### config.mk
export PLATFORM = sky130hd
export DESIGN_NAME = tetrimino_mover
export DESIGN_NICKNAME = d
export VERILOG_FILES = /design/src/rtl/tetris_pkg.sv /design/src/rtl/tetrimino_candidate.sv /design/src/rtl/tetrimino_mover.sv
export SDC_FILE = /design/constraint.sdc
export NUM_CORES = 1
export LEC_CHECK = 0
export CORE_MARGIN = 10
export CORE_UTILIZATION = 47
export DETAILED_ROUTE_END_ITERATION = 16
export PLACE_DENSITY = 0.78
export SLEW_MARGIN = 20
export SYNTH_ARGS = -nofsm -noshare
export SYNTH_HDL_FRONTEND = slang
export SYNTH_SLANG_ARGS = --single-unit
### constraint.sdc
create_clock -name clk -period 2.7 [get_ports clk]
set_input_delay 0.405 -clock clk [delete_from_list [all_inputs] [get_ports clk]]
set_output_delay 0.405 -clock clk [all_outputs]
set_load 0.02 [all_outputs]
### src/rtl/tetris_pkg.sv
// ----------------------------------------------------------------------------
// tetris_pkg
// Shared types for the tetrimino mover: move commands, mover FSM states,
// board coordinate types and a couple of coordinate helpers.
// ----------------------------------------------------------------------------
package tetris_pkg;

    localparam int BOARD_DIM = 8;

    typedef logic        [2:0] coord_t;
    typedef logic signed [3:0] scoord_t;

    typedef enum logic [1:0] {
        CMD_LEFT  = 2'd0,
        CMD_RIGHT = 2'd1,
        CMD_DOWN  = 2'd2,
        CMD_ROT   = 2'd3
    } cmd_t;

    typedef enum logic [1:0] {
        ST_IDLE    = 2'd0,
        ST_CALC    = 2'd1,
        ST_CHECK   = 2'd2,
        ST_RESOLVE = 2'd3
    } mover_state_t;

    function automatic scoord_t widen(input coord_t c);
        return scoord_t'({1'b0, c});
    endfunction

    // Every candidate a translation or rotation can produce lies in -7..14.
    // In 4-bit two's complement the off-board values (-7..-1 and 8..14) all
    // land in the negative half, so the sign bit alone flags them and no
    // value ever wraps back onto the board.
    function automatic logic on_board(input scoord_t v);
        return !v[3];
    endfunction

endpackage

### src/rtl/tetrimino_candidate.sv
// ----------------------------------------------------------------------------
// tetrimino_candidate
// Combinational generator of the four candidate block positions for a move
// command, plus a per-block off-board flag.
//   cur_x / cur_y   : current piece rows / columns
//   cmd             : LEFT, RIGHT, DOWN or ROT (clockwise about PIVOT_IDX)
//   cand_x / cand_y : candidate rows / columns (low 3 bits)
//   oob             : per-block flag, candidate row or column off the board
// ----------------------------------------------------------------------------
module tetrimino_candidate
    import tetris_pkg::*;
#(
    parameter int PIVOT_IDX = 1
)
(
    input  logic [3:0][2:0] cur_x,
    input  logic [3:0][2:0] cur_y,
    input  cmd_t            cmd,
    output logic [3:0][2:0] cand_x,
    output logic [3:0][2:0] cand_y,
    output logic [3:0]      oob
);

    localparam logic [1:0] PIV = 2'(PIVOT_IDX);

    scoord_t pr, pc;
    scoord_t r, c, dr, dc, nr, nc;

    always_comb begin
        cand_x = '0;
        cand_y = '0;
        oob    = '0;
        pr     = widen(cur_x[PIV]);
        pc     = widen(cur_y[PIV]);
        r      = '0;
        c      = '0;
        dr     = '0;
        dc     = '0;
        nr     = '0;
        nc     = '0;
        for (int k = 0; k < 4; k++) begin
            r  = widen(cur_x[k]);
            c  = widen(cur_y[k]);
            dr = r - pr;
            dc = c - pc;
            nr = r;
            nc = c;
            case (cmd)
                CMD_LEFT:  nc = c - 4'sd1;
                CMD_RIGHT: nc = c + 4'sd1;
                CMD_DOWN:  nr = r + 4'sd1;
                CMD_ROT: begin
                    // clockwise in (row down, col right) screen coordinates
                    nr = pr + dc;
                    nc = pc - dr;
                end
                default: ;
            endcase
            cand_x[k] = nr[2:0];
            cand_y[k] = nc[2:0];
            oob[k]    = !on_board(nr) || !on_board(nc);
        end
    end

endmodule

### src/rtl/tetrimino_mover.sv
// ----------------------------------------------------------------------------
// tetrimino_mover
// Holds the active tetrimino, validates load and move requests one block per
// cycle against the settled board, and commits or rejects them.
//   clk, reset_n          : clock, asynchronous active-low reset
//   load, inX, inY        : new piece from the encoder (taken when load_ready)
//   load_ready            : mover is idle
//   cmd_valid, cmd        : move command (taken when cmd_ready)
//   cmd_ready             : idle with an active piece
//   board                 : settled cells, board[row][col]
//   outX, outY            : committed piece rows / columns
//   piece_valid           : an active piece is held
//   moved, blocked        : one-cycle result pulses for a command
//   locked                : DOWN was blocked and the piece was retired
//   game_over             : a freshly loaded piece overlapped the board
//
// state      | meaning
// -----------+--------------------------------------------------------------
// ST_IDLE    | waiting for load or a move command
// ST_CALC    | register the candidate positions for the latched command
// ST_CHECK   | test one candidate block per cycle, accumulate a fail flag
// ST_RESOLVE | commit or reject, emit result pulses
// ----------------------------------------------------------------------------
module tetrimino_mover
    import tetris_pkg::*;
#(
    parameter int PIVOT_IDX    = 1,
    parameter int LOCK_ON_DOWN = 1
)
(
    input  logic                                  clk,
    input  logic                                  reset_n,
    input  logic                                  load,
    input  logic [3:0][2:0]                       inX,
    input  logic [3:0][2:0]                       inY,
    output logic                                  load_ready,
    input  logic                                  cmd_valid,
    input  logic [1:0]                            cmd,
    output logic                                  cmd_ready,
    input  logic [BOARD_DIM-1:0][BOARD_DIM-1:0]   board,
    output logic [3:0][2:0]                       outX,
    output logic [3:0][2:0]                       outY,
    output logic                                  piece_valid,
    output logic                                  moved,
    output logic                                  blocked,
    output logic                                  locked,
    output logic                                  game_over
);

    mover_state_t    state_q, state_d;
    cmd_t            cmd_q, cmd_d;
    logic            is_load_q, is_load_d;
    logic            fail_q, fail_d;
    logic [1:0]      cnt_q, cnt_d;
    logic [3:0][2:0] cand_x_q, cand_x_d;
    logic [3:0][2:0] cand_y_q, cand_y_d;
    logic [3:0]      oob_q, oob_d;
    logic [3:0][2:0] out_x_q, out_x_d;
    logic [3:0][2:0] out_y_q, out_y_d;
    logic            piece_valid_q, piece_valid_d;
    logic            moved_q, moved_d;
    logic            blocked_q, blocked_d;
    logic            locked_q, locked_d;
    logic            game_over_q, game_over_d;

    logic [3:0][2:0] gen_x, gen_y;
    logic [3:0]      gen_oob;
    logic [1:0]      chk_idx;
    logic            blk_fail;

    tetrimino_candidate #(
        .PIVOT_IDX (PIVOT_IDX)
    ) u_candidate (
        .cur_x  (out_x_q),
        .cur_y  (out_y_q),
        .cmd    (cmd_q),
        .cand_x (gen_x),
        .cand_y (gen_y),
        .oob    (gen_oob)
    );

    // cnt_q counts down 3..0 through CHECK, so block k = 3 - cnt_q.
    // An off-board block still produces an in-range (truncated) board index;
    // its oob flag forces the failure regardless of the board bit.
    always_comb begin
        chk_idx  = 2'd3 - cnt_q;
        blk_fail = oob_q[chk_idx] | board[cand_x_q[chk_idx]][cand_y_q[chk_idx]];
    end

    always_comb begin
        state_d       = state_q;
        cmd_d         = cmd_q;
        is_load_d     = is_load_q;
        fail_d        = fail_q;
        cnt_d         = cnt_q;
        cand_x_d      = cand_x_q;
        cand_y_d      = cand_y_q;
        oob_d         = oob_q;
        out_x_d       = out_x_q;
        out_y_d       = out_y_q;
        piece_valid_d = piece_valid_q;
        moved_d       = 1'b0;
        blocked_d     = 1'b0;
        locked_d      = 1'b0;
        game_over_d   = 1'b0;

        case (state_q)
            ST_IDLE: begin
                if (load) begin
                    cand_x_d  = inX;
                    cand_y_d  = inY;
                    oob_d     = '0;
                    is_load_d = 1'b1;
                    fail_d    = 1'b0;
                    cnt_d     = 2'd3;
                    state_d   = ST_CHECK;
                end else if (cmd_valid && piece_valid_q) begin
                    cmd_d     = cmd_t'(cmd);
                    is_load_d = 1'b0;
                    state_d   = ST_CALC;
                end
            end

            ST_CALC: begin
                cand_x_d = gen_x;
                cand_y_d = gen_y;
                oob_d    = gen_oob;
                fail_d   = 1'b0;
                cnt_d    = 2'd3;
                state_d  = ST_CHECK;
            end

            ST_CHECK: begin
                fail_d = fail_q | blk_fail;
                cnt_d  = cnt_q - 2'd1;
                if (cnt_q == 2'd0) begin
                    state_d = ST_RESOLVE;
                end
            end

            ST_RESOLVE: begin
                state_d = ST_IDLE;
                if (is_load_q) begin
                    if (fail_q) begin
                        game_over_d   = 1'b1;
                        piece_valid_d = 1'b0;
                    end else begin
                        out_x_d       = cand_x_q;
                        out_y_d       = cand_y_q;
                        piece_valid_d = 1'b1;
                    end
                end else if (fail_q) begin
                    blocked_d = 1'b1;
                    if ((cmd_q == CMD_DOWN) && (LOCK_ON_DOWN != 0)) begin
                        locked_d      = 1'b1;
                        piece_valid_d = 1'b0;
                    end
                end else begin
                    out_x_d = cand_x_q;
                    out_y_d = cand_y_q;
                    moved_d = 1'b1;
                end
            end

            default: state_d = ST_IDLE;
        endcase
    end

    always_ff @(posedge clk or negedge reset_n) begin
        if (!reset_n) begin
            state_q       <= ST_IDLE;
            cmd_q         <= CMD_LEFT;
            is_load_q     <= 1'b0;
            fail_q        <= 1'b0;
            cnt_q         <= 2'd0;
            cand_x_q      <= '0;
            cand_y_q      <= '0;
            oob_q         <= '0;
            out_x_q       <= '0;
            out_y_q       <= '0;
            piece_valid_q <= 1'b0;
            moved_q       <= 1'b0;
            blocked_q     <= 1'b0;
            locked_q      <= 1'b0;
            game_over_q   <= 1'b0;
        end else begin
            state_q       <= state_d;
            cmd_q         <= cmd_d;
            is_load_q     <= is_load_d;
            fail_q        <= fail_d;
            cnt_q         <= cnt_d;
            cand_x_q      <= cand_x_d;
            cand_y_q      <= cand_y_d;
            oob_q         <= oob_d;
            out_x_q       <= out_x_d;
            out_y_q       <= out_y_d;
            piece_valid_q <= piece_valid_d;
            moved_q       <= moved_d;
            blocked_q     <= blocked_d;
            locked_q      <= locked_d;
            game_over_q   <= game_over_d;
        end
    end

    assign load_ready  = (state_q == ST_IDLE);
    assign cmd_ready   = (state_q == ST_IDLE) && piece_valid_q;
    assign outX        = out_x_q;
    assign outY        = out_y_q;
    assign piece_valid = piece_valid_q;
    assign moved       = moved_q;
    assign blocked     = blocked_q;
    assign locked      = locked_q;
    assign game_over   = game_over_q;

endmodule

==> out/qor.csv, run 1 <==
metric,value,unit
routed-wl-met3,1550,um
reg2regPathDepth,11,
power_leakage,3.46,nW
htreeDepth,3,
crit_path_start_kind,flop,
layout_commonest_cell,clkdlybuf4s50_1,
worstMarginPinSlew,799,ps
dieArea,0.0169,mm^2
cts_buffer_depth,2,
skew,10.5,ps
drt-initial-drc-count,422,
cts_tree,built,
initial_core_util,47.7,%
grt_pass1_vias,5465,
fmax,385,MHz
clkLatencyLatePin,340,ps
drv_slew,0,
worst-r2r-setup-slack,100,ps
crit_fanout,9,
layout-drive-gt1-share,11.7,%
synthFlopType,dfrtp_1,
r2r_start,outX[5]$_DFFE_PN0P_,
numCtsBuffers,9,
fin_nets,919,
grt_max_degree,57,
synth_area,0.00570,mm^2
placedCellCount,883,
relSlewSlack,46.8,%
coreArea,0.0120,mm^2
gp_congestion,0.948,
overflow,0,
fin_cells,902,
ctsHoldBuffers,0,
drt_pass1_iterations,5,
drt-total-wl,18700,um
area_growth,33.9,%
setup_viol,0,
clkSinkCount,65,
grtUsageTotal,22.1,%
worstSetupEndpointType,flop,
routed-via-count,5264,
antennaDiodeCount,0,
ant_nets,0,
grt_first_pass_wirelength,29100,um
rows,40,
fp.dieW,130,um
period_minus_slack,2600,ps
wl_met1,7270,um
synthArstFlopShare,100,%
status,completed,
path_clk_slew,60,ps
ys_seq_area_share,28.5,%
route.top_layer_used,met4,
place_hpwl,14300,um
hold_path_class,input pin to async pin,
synth_top_area_share,28.5,%
syn_area_per_cell,9.28,um^2
synth_top_area_cell,dfrtp_1,
ys_ff_latch,65,
synth_fp_nets,783,
vias_per_cell,5.84,
route.detailed.wl_per_inst,20.7,um
tns,0,ps
critPathArrivalTime,2800,ps
final_cell_mix,"clkdlybuf4s50_1, dfrtp_1, nand2_1",
max_cap_viol_count,0,
drc,0,
required,2910,ps
crit_type,flop to flop,
die_h,130,um
clock-root-buffer,clkbuf_16,
synth_cells,614,
synth-edff-count,0,
synthDistinctLibCells,44,
fin_crit_sh,96.2,%
io_buffers,124,
synth_area_leaders,"dfrtp_1, ha_1, mux2i_1, fa_1, o21ai_0",
io_pins,125,
yosys_warnings,0,
powerDensity,1480,mW/mm^2
worst_ir_drop_vdd,727,uV
r2r-end,cand_x_q[11]$_DFFE_PN0P_,
antenna_found_initial,0,
p_total,11.3,mW
hold_viol_final,0,
met2_length,9040,um
## cell type report
type,instances,area (um^2)
Fill cell,972,4330
Clock buffer,12,267
Sequential cell,65,1630
Multi-Input combinational cell,460,3750
Clock inverter,4,50.0
Timing Repair Buffer,159,1540
Tap cell,147,184
Inverter,55,214
## routing by layer
metal | vias to the layer above | GRT usage, %
li1 | 2427 | -
met1 | 2552 | 26.1
met2 | 229 | 36.9
met3 | 56 | 5.11
met4 | 0 | 10.7
met5 | - | 0
## how the worst max path moves through the flow
stage,from,end,slack (ps)
after global routing,outX[4]$_DFFE_PN0P_,oob_q[2]$_DFFE_PN0P_,-3
after CTS,outX[5]$_DFFE_PN0P_,oob_q[0]$_DFFE_PN0P_,40
after floorplan,outX[4]$_DFFE_PN0P_,cand_x_q[11]$_DFFE_PN0P_,40
final,outX[5]$_DFFE_PN0P_,cand_x_q[11]$_DFFE_PN0P_,100
after global placement,outX[4]$_DFFE_PN0P_,cand_x_q[8]$_DFFE_PN0P_,60
after detailed placement,outX[4]$_DFFE_PN0P_,oob_q[2]$_DFFE_PN0P_,-30
## stage by stage
stage	instance area, um^2	hold slack (ps)	utilization, %	worst slack, ps
floorplan	5710	109	-	37.9
global placement	7240	462	60.5	63.6
detailed placement	7240	468	60.5	-34.0
CTS	7570	162	63.3	39.5
global route	7630	196	63.8	-2.81
finish	7630	146	63.8	101
## cell families after synthesis
family          share of synthesized area [%]
compound gates                           18.4
xor+xnor                                 3.99
fa+ha+maj                                19.4
buf+inv                                  6.32
flops                                    28.5
mux                                      14.1
simple gates                             9.22
## power by group
group,switching (mW),internal (mW),leakage [nW]
clock network,0.447,0.788,0.151
registers,0.469,1.42,0.796
logic,4.49,3.69,2.51
total,5.40,5.90,3.46
## cell usage after synthesis (2+ instances only)
cell	count
clkinv_1	2
a21o_1	11
nand3_1	7
inv_1	53
and2b_1	3
a32oi_1	2
mux2_2	14
a2111oi_0	4
nor2b_1	8
a22o_1	4
fa_1	22
a21oi_1	35
and2_1	3
xor2_1	12
ha_1	53
nand2_1	59
nor2_1	29
clkbuf_1	23
o21a_1	2
buf_1	3
a31oi_1	5
o21ai_0	59
nand2b_1	5
buf_2	3
a22oi_1	4
mux4_2	7
o211a_1	3
a211oi_1	13
mux2i_1	49
xnor2_1	14
buf_4	4
o211ai_1	23
dfrtp_1	65
## sequential cells by signal, indices dropped and copies added, names as in the netlist, 2 cells and up
register,cells
cand_x_q,12
cand_y_q,12
cmd_q,2
cnt_q,2
oob_q,4
outX,12
outY,12
state_q,2
## worst max-delay path, cell delays in order, from the launching register on
cell	delay, ps
dfrtp_1	410
clkinvlp_4	140
buf_12	170
fa_1	540
inv_1	50
ha_1	340
xor2_1	170
a22o_1	240
a22oi_1	130
nor2_1	50
a21oi_1	130
o21ai_1	90
## repair_timing
item | 4_1_cts | 5_1_grt
buffers inserted | 2 | 1
pin swaps | 0 | 5
resized for setup | 0 | 21
cloned | 0 | 0
setup endpoints to repair | 5 | 8
No activity file was read; power rests on OpenSTA's default activity.
==> inputs of run 2 (changes only) <==
--- a/config.mk
+++ b/config.mk
@@ -8,6 +8,7 @@
 export CORE_MARGIN = 10
 export CORE_UTILIZATION = 47
 export DETAILED_ROUTE_END_ITERATION = 16
+export MAX_ROUTING_LAYER = met4
 export PLACE_DENSITY = 0.78
 export SLEW_MARGIN = 20
 export SYNTH_ARGS = -nofsm -noshare
==> out/qor.csv, run 2 (synthesis gave the netlist of run 1 again) <==
metric,value,unit,change
status,completed,,
cp_slowest_cell,fa_1,,
htreeDepth,3,,unchanged
routed-via-count,5285,,+0.40%
drt_pass1_iterations,7,,+2
layout-drive-gt1-share,12.4,%,+0.71 points
cts_tree,built,,
antennaDiodeCount,0,,unchanged
clockPowerShare,11.5,%,+0.6 points
coreArea,0.0120,mm^2,unchanged
drc,0,,unchanged
critPathArrivalTime,2840,ps,+40 ps
vias_per_cell,5.83,,-0.15%
fin_cells,907,,+0.55%
drt-initial-drc-count,416,,-1.4%
antenna_found_initial,0,,unchanged
dieArea,0.0169,mm^2,unchanged
fp.dieW,130,um,unchanged
worstSetupEndpointType,flop,,
powerDensity,1480,mW/mm^2,+0.31%
rows,40,,unchanged
power_switching,5.39,mW,-0.19%
numCtsBuffers,9,,unchanged
clock-root-buffer,clkbuf_16,,
final_cell_mix,"clkdlybuf4s50_1, dfrtp_1, nand2_1",,
crit_fanout,7,,-2
io_pins,125,,unchanged
crit_type,flop to flop,,
critPathTopFamily,adder cells,,
grtUsageTotal,22.4,%,+0.33 points
drt-total-wl,18800,um,+0.70%
relSlewSlack,47.6,%,+0.86 points
p_seq_share,16.5,%,-0.2 points
cp.depth,11,,unchanged
fmax,381,MHz,-1.1%
ant_nets,0,,unchanged
initial_core_util,47.7,%,unchanged
grt_first_pass_wirelength,28500,um,-1.9%
swShare,47.3,%,-0.56 points
drv_slew,0,,unchanged
skew,7.20,ps,-3.31 ps
die_h,130,um,unchanged
worst_slack,72.0,ps,-29.5 ps
hold_ws,147,ps,+1.07 ps
hold_path_class,input pin to async pin,,
path_clk_slew,60,ps,about the same
fin_nets,925,,+0.65%
worst_ir_drop_vdd,781,uV,+7.5%
pwr-share-comb,72.0,%,-0.4 points
ctsHoldBuffers,0,,unchanged
reg2regPathDepth,11,,unchanged
p_int,6.02,mW,+2.1%
cts_buffer_depth,2,,unchanged
route.detailed.wl_per_inst,20.7,um,+0.14%
fin_crit_sh,97.3,%,+1.1 points
fillCellCount,956,,-1.6%
io_buffers,124,,unchanged
worstPathCellList,"clkinvlp_4, buf_6, fa_1, inv_2, fa_2, xor2_1, a22o_1, a22oi_1, nor2_1, a21oi_1, o21ai_1",,
power_leakage,3.49,nW,+0.96%
worstMarginPinSlew,786,ps,-12.9 ps
area_growth,34.8,%,
gp_congestion,0.972,,+2.6%
cp.buffers_inverters,3,,unchanged
setup_viol,0,,unchanged
grt_pass1_vias,5313,,-2.8%
clkLatencyLatePin,340,ps,about the same
required,2910,ps,about the same
dp_slack,-14.8,ps,+19.2 ps
place_hpwl,14000,um,-1.7%
period_minus_slack,2630,ps,+29.5 ps
layout_commonest_cell,clkdlybuf4s50_1,,
clkSinkCount,65,,unchanged
max_stage_delay,500,ps,-40 ps
max_cap_viol_count,0,,unchanged
grt_max_degree,57,,unchanged
worst-r2r-setup-slack,70,ps,-30 ps
hold_viol_final,0,,unchanged
crit_path_start_kind,flop,,
overflow,0,,unchanged
placedCellCount,885,,+0.23%
-- run 2: worst paths after layout --
kind,start,end
setup / recovery,outX[4]$_DFFE_PN0P_,cand_x_q[2]$_DFFE_PN0P_
hold / removal,reset_n,outX[8]$_DFFE_PN0P_
setup reg to reg,outX[4]$_DFFE_PN0P_,cand_x_q[2]$_DFFE_PN0P_
hold reg to reg,is_load_q$_DFFE_PN0P_,blocked$_DFF_PN0_
max in group asynchronous,reset_n,cand_x_q[6]$_DFFE_PN0P_
min in group clk,is_load_q$_DFFE_PN0P_,blocked$_DFF_PN0_
-- run 2: cell type report --
class / instances / area [um^2] / area share (%)
clock buffers: 13 / 270 / 3.52
clock inverters: 2 / 60.1 / 0.781
inverters: 55 / 214 / 2.78
multi-input cells: 460 / 3750 / 48.8
flip-flops and latches: 65 / 1630 / 21.2
well taps: 147 / 184 / 2.39
repair buffers: 165 / 1580 / 20.5
-- run 2: worst reg2reg max path, stage by stage (launching register included) --
cell	delay, ps
dfrtp_2	380
clkinvlp_4	230
buf_6	190
fa_1	500
inv_2	50
fa_2	370
xor2_1	160
a22o_1	230
a22oi_1	130
nor2_1	60
a21oi_1	120
o21ai_1	70
-- run 2: layer usage --
| metal | up-vias | wire, um | part of all wire [%] | track usage [%] |
|---|---|---|---|---|
| met2 | 245 | 9240 | 49 | 36.3 |
| met1 | 2549 | 7280 | 39 | 26.2 |
| met3 | 51 | 1590 | 8.5 | 4.38 |
| li1 | 2440 | - | - | - |
| met5 | - | 0 | 0 | - |
| met4 | 0 | 690 | 3.7 | 10.8 |
-- run 2: power by group through the flow --
stage               logic (mW)  registers (mW)  clock network, mW
CTS                       7.86            1.87               1.32
detailed placement        7.74            1.87                  0
finish                    8.22            1.88               1.31
global route              9.07            1.92               1.36
global placement          7.46            1.85                  0
floorplan                 5.29            2.01                  0
-- run 2: repair_timing --
action	4_1_cts	5_1_grt
setup endpoints to repair	1	12
resized for setup	0	25
buffers inserted	1	6
pin swaps	0	12
-- run 2: stage by stage --
step | setup TNS (ps) | total power, mW | area, um^2 | utilization [%]
2_1_floorplan | 0 | 7.30 | 5710 | -
3_5_place_dp | -15.8 | 9.61 | 7240 | 60.5
4_1_cts | 0 | 11.0 | 7580 | 63.4
3_3_place_gp | 0 | 9.31 | 7240 | 60.5
5_1_grt | -106 | 12.3 | 7690 | 64.3
6_report | 0 | 11.4 | 7690 | 64.3
==> inputs of run 3 (changes only) <==
--- a/config.mk
+++ b/config.mk
@@ -5,8 +5,10 @@
 export SDC_FILE = /design/constraint.sdc
 export NUM_CORES = 1
 export LEC_CHECK = 0
+export CAP_MARGIN = 20
 export CORE_MARGIN = 10
 export CORE_UTILIZATION = 47
+export CTS_CLUSTER_SIZE = 10
 export DETAILED_ROUTE_END_ITERATION = 16
 export MAX_ROUTING_LAYER = met4
 export PLACE_DENSITY = 0.78
==> results of run 3 <==
No change in the layout: final DEF, timing and power equal those of run 2.
